$ cat src/rtl/mac_accumulator_if.sv
// rtl/mac_accumulator_if.sv - beat input and result output bundle of the MAC accumulator
interface mac_accumulator_if #(
  parameter int ACC_WIDTH = 16,
  parameter int CNT_WIDTH = 8
);
  logic                 in_valid;
  logic                 in_ready;
  logic [1:0]           in_cfg;
  logic                 in_clr;
  logic                 in_last;
  logic [ACC_WIDTH-1:0] in0;
  logic [ACC_WIDTH-1:0] in1;
  logic [ACC_WIDTH-1:0] in2;
  logic [ACC_WIDTH-1:0] in3;
  logic                 out_valid;
  logic                 out_ready;
  logic [ACC_WIDTH-1:0] out0;
  logic [ACC_WIDTH-1:0] out1;
  logic [ACC_WIDTH-1:0] out2;
  logic [ACC_WIDTH-1:0] out3;
  logic [1:0]           out_cfg;
  logic [CNT_WIDTH-1:0] out_count;

  modport master (
    output in_valid, in_cfg, in_clr, in_last, in0, in1, in2, in3, out_ready,
    input  in_ready, out_valid, out0, out1, out2, out3, out_cfg, out_count
  );

  modport slave (
    input  in_valid, in_cfg, in_clr, in_last, in0, in1, in2, in3, out_ready,
    output in_ready, out_valid, out0, out1, out2, out3, out_cfg, out_count
  );
endinterface

$ cat src/rtl/mac_accumulator.sv
// rtl/mac_accumulator.sv - running sum of combiner lanes with cfg-dependent carry chaining
module mac_accumulator #(
  parameter int ACC_WIDTH = 16,
  parameter int CNT_WIDTH = 8
) (
  input  logic             clk,
  input  logic             rst,
  mac_accumulator_if.slave bus
);
  typedef enum logic {IDLE, ACCUM} state_t;

  localparam logic [CNT_WIDTH-1:0] CNT_MAX = '1;

  state_t                         state_q, state_d;
  logic [3:0][ACC_WIDTH-1:0]      acc_q, acc_d, out_q, out_d;
  logic [3:0][ACC_WIDTH-1:0]      in_lane, base, sum;
  logic [CNT_WIDTH-1:0]           cnt_q, cnt_d, cnt_new, out_cnt_q, out_cnt_d;
  logic [1:0]                     cfg_q, cfg_d, cfg_eff, out_cfg_q, out_cfg_d;
  logic                           out_valid_q, out_valid_d;
  logic                           fire, first, chain, quad;

  assign in_lane      = {bus.in3, bus.in2, bus.in1, bus.in0};
  assign bus.in_ready = !out_valid_q || bus.out_ready;
  assign fire         = bus.in_valid && bus.in_ready;
  assign first        = fire && (state_q == IDLE || bus.in_clr);
  assign cfg_eff      = first ? bus.in_cfg : cfg_q;
  assign chain        = (cfg_eff == 2'b01) || (cfg_eff == 2'b10);
  assign quad         = (cfg_eff == 2'b10);
  assign base         = first ? '0 : acc_q;
  assign cnt_new      = first ? CNT_WIDTH'(1) :
                        (cnt_q == CNT_MAX) ? cnt_q : cnt_q + CNT_WIDTH'(1);

  // Carry enters lanes 1 and 3 in dual or quad, lane 2 only in quad.
  always_comb begin
    logic c;
    c   = 1'b0;
    sum = '0;
    for (int k = 0; k < 4; k++) begin
      if (k == 2)
        c = c & quad;
      else
        c = c & chain;
      {c, sum[k]} = {1'b0, base[k]} + {1'b0, in_lane[k]} + {{ACC_WIDTH{1'b0}}, c};
    end
  end

  always_comb begin
    state_d     = state_q;
    acc_d       = acc_q;
    cnt_d       = cnt_q;
    cfg_d       = cfg_q;
    out_d       = out_q;
    out_cfg_d   = out_cfg_q;
    out_cnt_d   = out_cnt_q;
    out_valid_d = out_valid_q && !bus.out_ready;
    if (fire) begin
      cfg_d = cfg_eff;
      if (bus.in_last) begin
        state_d     = IDLE;
        acc_d       = '0;
        cnt_d       = '0;
        out_d       = sum;
        out_cfg_d   = cfg_eff;
        out_cnt_d   = cnt_new;
        out_valid_d = 1'b1;
      end else begin
        state_d = ACCUM;
        acc_d   = sum;
        cnt_d   = cnt_new;
      end
    end
  end

  always_ff @(posedge clk or posedge rst) begin
    if (rst) begin
      state_q     <= IDLE;
      acc_q       <= '0;
      cnt_q       <= '0;
      cfg_q       <= '0;
      out_q       <= '0;
      out_cfg_q   <= '0;
      out_cnt_q   <= '0;
      out_valid_q <= 1'b0;
    end else begin
      state_q     <= state_d;
      acc_q       <= acc_d;
      cnt_q       <= cnt_d;
      cfg_q       <= cfg_d;
      out_q       <= out_d;
      out_cfg_q   <= out_cfg_d;
      out_cnt_q   <= out_cnt_d;
      out_valid_q <= out_valid_d;
    end
  end

  assign bus.out0      = out_q[0];
  assign bus.out1      = out_q[1];
  assign bus.out2      = out_q[2];
  assign bus.out3      = out_q[3];
  assign bus.out_cfg   = out_cfg_q;
  assign bus.out_count = out_cnt_q;
  assign bus.out_valid = out_valid_q;
endmodule
$ cat src/flat_wrapper.sv
// flat-port wrapper written by rule: the top's interface ports become plain ports
module mac_accumulator_flat 
#(
  parameter int ACC_WIDTH = 16,
  parameter int CNT_WIDTH = 8
)
  (clk, rst, bus_in_valid, bus_in_cfg, bus_in_clr, bus_in_last, bus_in0, bus_in1, bus_in2, bus_in3, bus_out_ready, bus_in_ready, bus_out_valid, bus_out0, bus_out1, bus_out2, bus_out3, bus_out_cfg, bus_out_count);
  mac_accumulator_if #(.ACC_WIDTH(ACC_WIDTH), .CNT_WIDTH(CNT_WIDTH)) bus_i ();
  input  logic clk;
  input  logic rst;
  input wire logic [$bits(bus_i.in_valid)-1:0] bus_in_valid;
  input wire logic [$bits(bus_i.in_cfg)-1:0] bus_in_cfg;
  input wire logic [$bits(bus_i.in_clr)-1:0] bus_in_clr;
  input wire logic [$bits(bus_i.in_last)-1:0] bus_in_last;
  input wire logic [$bits(bus_i.in0)-1:0] bus_in0;
  input wire logic [$bits(bus_i.in1)-1:0] bus_in1;
  input wire logic [$bits(bus_i.in2)-1:0] bus_in2;
  input wire logic [$bits(bus_i.in3)-1:0] bus_in3;
  input wire logic [$bits(bus_i.out_ready)-1:0] bus_out_ready;
  output wire logic [$bits(bus_i.in_ready)-1:0] bus_in_ready;
  output wire logic [$bits(bus_i.out_valid)-1:0] bus_out_valid;
  output wire logic [$bits(bus_i.out0)-1:0] bus_out0;
  output wire logic [$bits(bus_i.out1)-1:0] bus_out1;
  output wire logic [$bits(bus_i.out2)-1:0] bus_out2;
  output wire logic [$bits(bus_i.out3)-1:0] bus_out3;
  output wire logic [$bits(bus_i.out_cfg)-1:0] bus_out_cfg;
  output wire logic [$bits(bus_i.out_count)-1:0] bus_out_count;
  assign bus_i.in_valid = bus_in_valid;
  assign bus_i.in_cfg = bus_in_cfg;
  assign bus_i.in_clr = bus_in_clr;
  assign bus_i.in_last = bus_in_last;
  assign bus_i.in0 = bus_in0;
  assign bus_i.in1 = bus_in1;
  assign bus_i.in2 = bus_in2;
  assign bus_i.in3 = bus_in3;
  assign bus_i.out_ready = bus_out_ready;
  assign bus_in_ready = bus_i.in_ready;
  assign bus_out_valid = bus_i.out_valid;
  assign bus_out0 = bus_i.out0;
  assign bus_out1 = bus_i.out1;
  assign bus_out2 = bus_i.out2;
  assign bus_out3 = bus_i.out3;
  assign bus_out_cfg = bus_i.out_cfg;
  assign bus_out_count = bus_i.out_count;
  mac_accumulator #(.ACC_WIDTH(ACC_WIDTH), .CNT_WIDTH(CNT_WIDTH)) u_core (.clk(clk), .rst(rst), .bus(bus_i));
endmodule
$ cat config.mk
export PLATFORM = sky130hd
export DESIGN_NAME = mac_accumulator_flat
export DESIGN_NICKNAME = d
export VERILOG_FILES = /design/src/rtl/mac_accumulator_if.sv /design/src/rtl/mac_accumulator.sv /design/src/flat_wrapper.sv
export SDC_FILE = /design/constraint.sdc
export NUM_CORES = 1
export LEC_CHECK = 0
export CAP_MARGIN = 0
export CORE_MARGIN = 1.5
export CORE_UTILIZATION = 35
export CTS_BUF_LIST = sky130_fd_sc_hd__clkbuf_16
export CTS_CLUSTER_SIZE = 12
export DETAILED_ROUTE_END_ITERATION = 8
export DONT_BUFFER_PORTS = 1
export GPL_ROUTABILITY_DRIVEN = 0
export MAX_ROUTING_LAYER = met4
export PLACE_DENSITY_LB_ADDON = 0.08
export RECOVER_POWER = 25
export SLEW_MARGIN = 20
export SYNTH_ARGS = -nofsm -noshare
export SYNTH_HDL_FRONTEND = slang
export SYNTH_SLANG_ARGS = --single-unit
$ cat constraint.sdc
create_clock -name clk -period 13.25 [get_ports clk]
set_input_delay 2.65 -clock clk [delete_from_list [all_inputs] [get_ports clk]]
set_output_delay 2.65 -clock clk [all_outputs]
set_load 0.1 [all_outputs]
-- After elaboration in Yosys (flattened, before gate mapping)
Index checks and enable logic that the tools add are counted.
- register bits after elaboration: 150
- input port bits: 72
- output and inout bits: 76
- $add $sub $neg: 8
- equal/unequal tests: 3
- muxes and demuxes: 9
- bitwise logic cells: 4
- reductions and logical operators: 9
- operators with widths (operator ; number):
    64-bit 2-to-1 mux ; 2
    16-bit by 16-bit adder with 17-bit output ; 3
    17-bit by 1-bit adder with 17-bit output ; 2
    8-bit 2-to-1 mux ; 3
    16-bit by 1-bit adder with 16-bit output ; 1
    16-bit adder ; 1
    8-bit by 1-bit adder with 8-bit output (second input constant) ; 1
    8-bit equality test (second input constant) ; 1
    1-bit AND ; 3
    1-bit logical AND ; 3
    1-bit logical OR ; 3
    1-bit 2-to-1 mux ; 3
    2-bit by 1-bit equality test with 1-bit output (second input constant) ; 1
    2-bit equality test (second input constant) ; 1
    1-bit logical NOT ; 2
    2-bit 2-to-1 mux ; 1
    2-bit AND reduction ; 1
    1-bit NOT ; 1

-- Depth between registers and ports, before layout
- depth in word-level cells: 14
- gate-level depth with buffers: 46
- depth with buffers taken out: 44

-- Least setup slack after synthesis
No wires, ideal clock.
- path type: input -> register
- from: in bus_out_ready
- to: reg u_core.out_q (netlist bit u_core.bus.out3[14])
- library setup time: 126 ps
- data arrival time: 11280 ps
- data required time: 13124 ps
- path slack: 1844 ps
- stages: 45
- path buffers: 3
- cells stage by stage: nand2b_1 and2_1 clkbuf_1 o21ai_2 clkbuf_1 clkbuf_1 and2_1 ha_1 nor2b_4 o31a_1 o311ai_2 nand2_2 a221o_1 nand3_1 a21oi_1 fa_1 inv_1 fa_1 [9 not listed] fa_1 nor2b_1 o2111ai_1 and4b_1 o31ai_1 a21o_1 nand4_1 a211oi_1 fa_1 inv_1 fa_1 nor2b_1 o31a_1 o21a_1 a21oi_1 o2bb2ai_1 xnor2_1 mux2_2
- longest elaborated chain between the ends: 12
- ends and longest elaborated chain (element ; line ; source):
    start, declared ; flat_wrapper.sv:19 ; input wire logic [$bits(bus_i.out_ready)-1:0] bus_out_ready;
    1-bit logical OR (*) ; mac_accumulator.sv:23 ; assign bus.in_ready = !out_valid_q || bus.out_ready;
    1-bit logical AND (*) ; mac_accumulator.sv:24 ; assign fire = bus.in_valid && bus.in_ready;
    parallel branches: the longest is 10 deep, another holds 16-bit by 16-bit adder with 17-bit output ; - ;
    end signal, assigned ; mac_accumulator.sv:89 ; out_q <= out_d;
    end, declared ; mac_accumulator.sv:15 ; logic [3:0][ACC_WIDTH-1:0] acc_q, acc_d, out_q, out_d;
Mark *: on every way between the ends.
A chain may end at the register's enable or synchronous reset.

-- Final worst setup path
- from: in bus_out_ready
- to: reg u_core.out_q (netlist bit u_core.bus.out3[15])
The elaborated chain is that of the path after synthesis.

==> results.sh <==
export IMPL_ys_seq_elements=150
export IMPL_clockRootBuffer="clkbuf_16"
export IMPL_yosysMostFrequentCell="dfrtp_1"
export IMPL_placementRows=58
export IMPL_die_width_um=163
export IMPL_final_cells=1222
export IMPL_max_slew_margin_rel_pct=-150
export IMPL_finalSetupViolCount=0
export IMPL_setup_ws_ps=1680
export IMPL_antenna_found_initial=0
export IMPL_numPlacedInstances=1189
export IMPL_fin_tns_setup_ps=0
export IMPL_critPathMaxFanout=59
export IMPL_irDropWorstVdd_mv=0.147
export IMPL_clock_skew_ps=9.93
export IMPL_grt_max_degree=87
export IMPL_cpLargestDelayFamily="compound AO/OA/AOI/OAI gates"
export IMPL_async_flop_share_pct=100
export IMPL_rsz0062_at_grt="false"
export IMPL_worst_ep_required_time_ps=13560
export IMPL_critPathCaptureType="flip-flop"
export IMPL_via_per_inst=5.34
export IMPL_placed_cell_area_sq_um=9290
export IMPL_syn_cell_area_sq_um=8920
export IMPL_netlist_instances=888
export IMPL_worstPathArrival_ps=11880
export IMPL_drv_cap=2
export IMPL_synth_area_top_cells="dfrtp_1, ha_1, mux2_2, and2_1, a22o_1"
export IMPL_worst_pin_slew_ps=3730
export IMPL_dieHeight_um=163
export IMPL_critical_path_class="in -> reg"
export IMPL_final_util_pct=39.3
export IMPL_period_needed_ps=11570
export IMPL_synth_edff_count=0
export IMPL_hp_class="reg -> reg"
export IMPL_coreArea_sq_um=25100
export IMPL_first_pass_iters=4
export IMPL_fin_area_sq_um=9870
export IMPL_cts_resized=0
export IMPL_postCtsSetupRepairBufs=0
export IMPL_num_nets_final=1019
export IMPL_synth_seq_area_share_pct=42.1
export IMPL_synth_top_cell_area_share_pct=42.1
export IMPL_port_buffers=0
export IMPL_track_usage_pct=18.4
export IMPL_io_pins=148
export IMPL_synth_largest_area_cell="dfrtp_1"
export IMPL_rrSetupSlack_ps=3030
export IMPL_final_hold_viol_count=0
export IMPL_fmax_mhz=86.4
export IMPL_drive_gt1_share_pct=10.2
export IMPL_clock_sinks=150
export IMPL_clockBufferDepth=2
export IMPL_period_share_pct=87.3
export IMPL_syn2layout_area_growth_pct=10.6
export IMPL_hpwl_mm=15.7
export IMPL_synth_top_cells_by_count="dfrtp_1, nand2_1, ha_1, and2_1, o21ai_0"
export IMPL_wl_per_cell_um=18.5
export IMPL_timing_critical_path_mode_cell="fa_1"
export IMPL_cts_hold_buf=0
export IMPL_first_iter_violations=284
export IMPL_place_ws_ps=1750
export IMPL_whs_ps=461
export IMPL_avgSynthCellArea_sq_um=10.0
export IMPL_syn_num_nets=1029
export IMPL_violations="max-capacitance violations, max-slew violations"
export IMPL_max_stage_delay_ps=740
export IMPL_grt_pass1_vias=6694
export IMPL_insertion_delay_ps=420
export IMPL_synthFlopType="dfrtp_1"
export IMPL_p_per_area_nw_per_um2=243
export IMPL_drc_errors=0
export IMPL_drt_total_wl_mm=22.7
export IMPL_p_leak_nw=4.54
export IMPL_antenna_left=0
export IMPL_slew_violations=153
export IMPL_critical_path_buf_inv_count=4
export IMPL_cts_htree_levels=4
export IMPL_start_util_pct=35.5
export IMPL_die_area_sq_um=26500
export IMPL_synthDistinctLibCells=60
export IMPL_grt_ovfl_total=0
export IMPL_status="finished with violations"
export IMPL_ys_warn_count=0
export IMPL_cts_buffers=17
export IMPL_vias=6530
export IMPL_cp_start_kind="input pin"
export IMPL_finalPower_mw=2.40
export IMPL_grt_pass1_wl_mm=36.9
export IMPL_critPathSlowestCell="clkbuf_1"
export IMPL_cts_tree="built"
export IMPL_clkSlewWorstSetupHoldPaths_ps=70
## worst reg2reg max path, delay by kind of cell, from the launching register on
kind	cells	cell delay, ps
AO/OA/AOI/OAI	15	2900
flip-flops	1	730
multiplexers	1	260
AND/OR/NAND/NOR	14	2730
buffers and inverters	4	1280
adder cells (fa/ha/maj)	6	1870
XOR/XNOR	1	340
## layer usage
metal	track usage (%)	wire length (um)	vias to the layer above	share of wire (%)
met1	23.9	10700	3200	47
met3	4.28	1210	22	5.4
met2	28.6	10500	138	46
met5	-	0	-	0
li1	-	-	3170	-
met4	5.59	302	0	1.3
## kinds of logic (layout without fill, tap and decap cells)
family                   count (synthesis)  in the layout  share of synthesized area (%)
buffers and inverters                   61             64                           2.57
AO/OA/AOI/OAI                          246            246                           18.8
flip-flops                             150            150                           42.1
adder cells (fa/ha/maj)                 69             69                           10.3
other                                    0              1                              0
multiplexers                            48             48                           6.03
AND/OR/NAND/NOR                        257            257                           14.5
XOR/XNOR                                57             57                           5.75
## final cells by class
class	instances	area, sq um
inverter	25	95.1
clock buffer	17	425
fill	2576	15200
clock inverter	15	164
multi-input combinational	677	4970
antenna	1	2.50
sequential	150	3750
tap	330	413
timing repair buffer	7	45.0
## power by group
group	switching [mW]	internal, mW	leakage (nW)
Clock	0.203	0.294	0.288
Combinational	0.282	0.252	2.36
Sequential	0.781	0.584	1.89
Total	1.26	1.13	4.54
## layout by cell type (no fill, tap or decap), types with 9 or more instances in the layout
cell / count
a211oi_1: 10
a21o_1: 22
a21oi_1: 41
a22o_1: 40
and2_1: 60
clkbuf_16: 17
dfrtp_1: 150
ha_1: 62
inv_1: 26
mux2_2: 46
nand2_1: 90
nand3_1: 14
nor2_1: 35
nor3_1: 10
o21a_1: 12
o21ai_0: 54
o21ai_1: 9
o31ai_1: 21
xnor2_1: 34
xor2_1: 22
## path summary, 6_finish.rpt
kind / start / endpoint / depth (start not counted)
worst max-delay path: bus_out_ready / u_core.bus.out3[15] / 41
worst min-delay path: u_core.acc_q[16] / u_core.acc_q[16] / 2
worst max register to register: u_core.bus.out_valid / u_core.bus.out3[15] / 41
worst min register to register: u_core.acc_q[16] / u_core.acc_q[16] / 2
max in group asynchronous: rst / u_core.acc_q[30] / 2
min in group asynchronous: rst / u_core.acc_q[60] / 1
## registers in the layout, summed over array words and instances (netlist names)
register / flops
u_core.bus.out0: 16
u_core.bus.out_count: 8
u_core.acc_q: 64
u_core.bus.out1: 16
u_core.bus.out2: 16
u_core.bus.out_valid: 1
u_core.state_q: 1
u_core.cnt_q: 8
u_core.cfg_q: 2
u_core.bus.out_cfg: 2
u_core.bus.out3: 16
(Power assumes the default switching activity.)
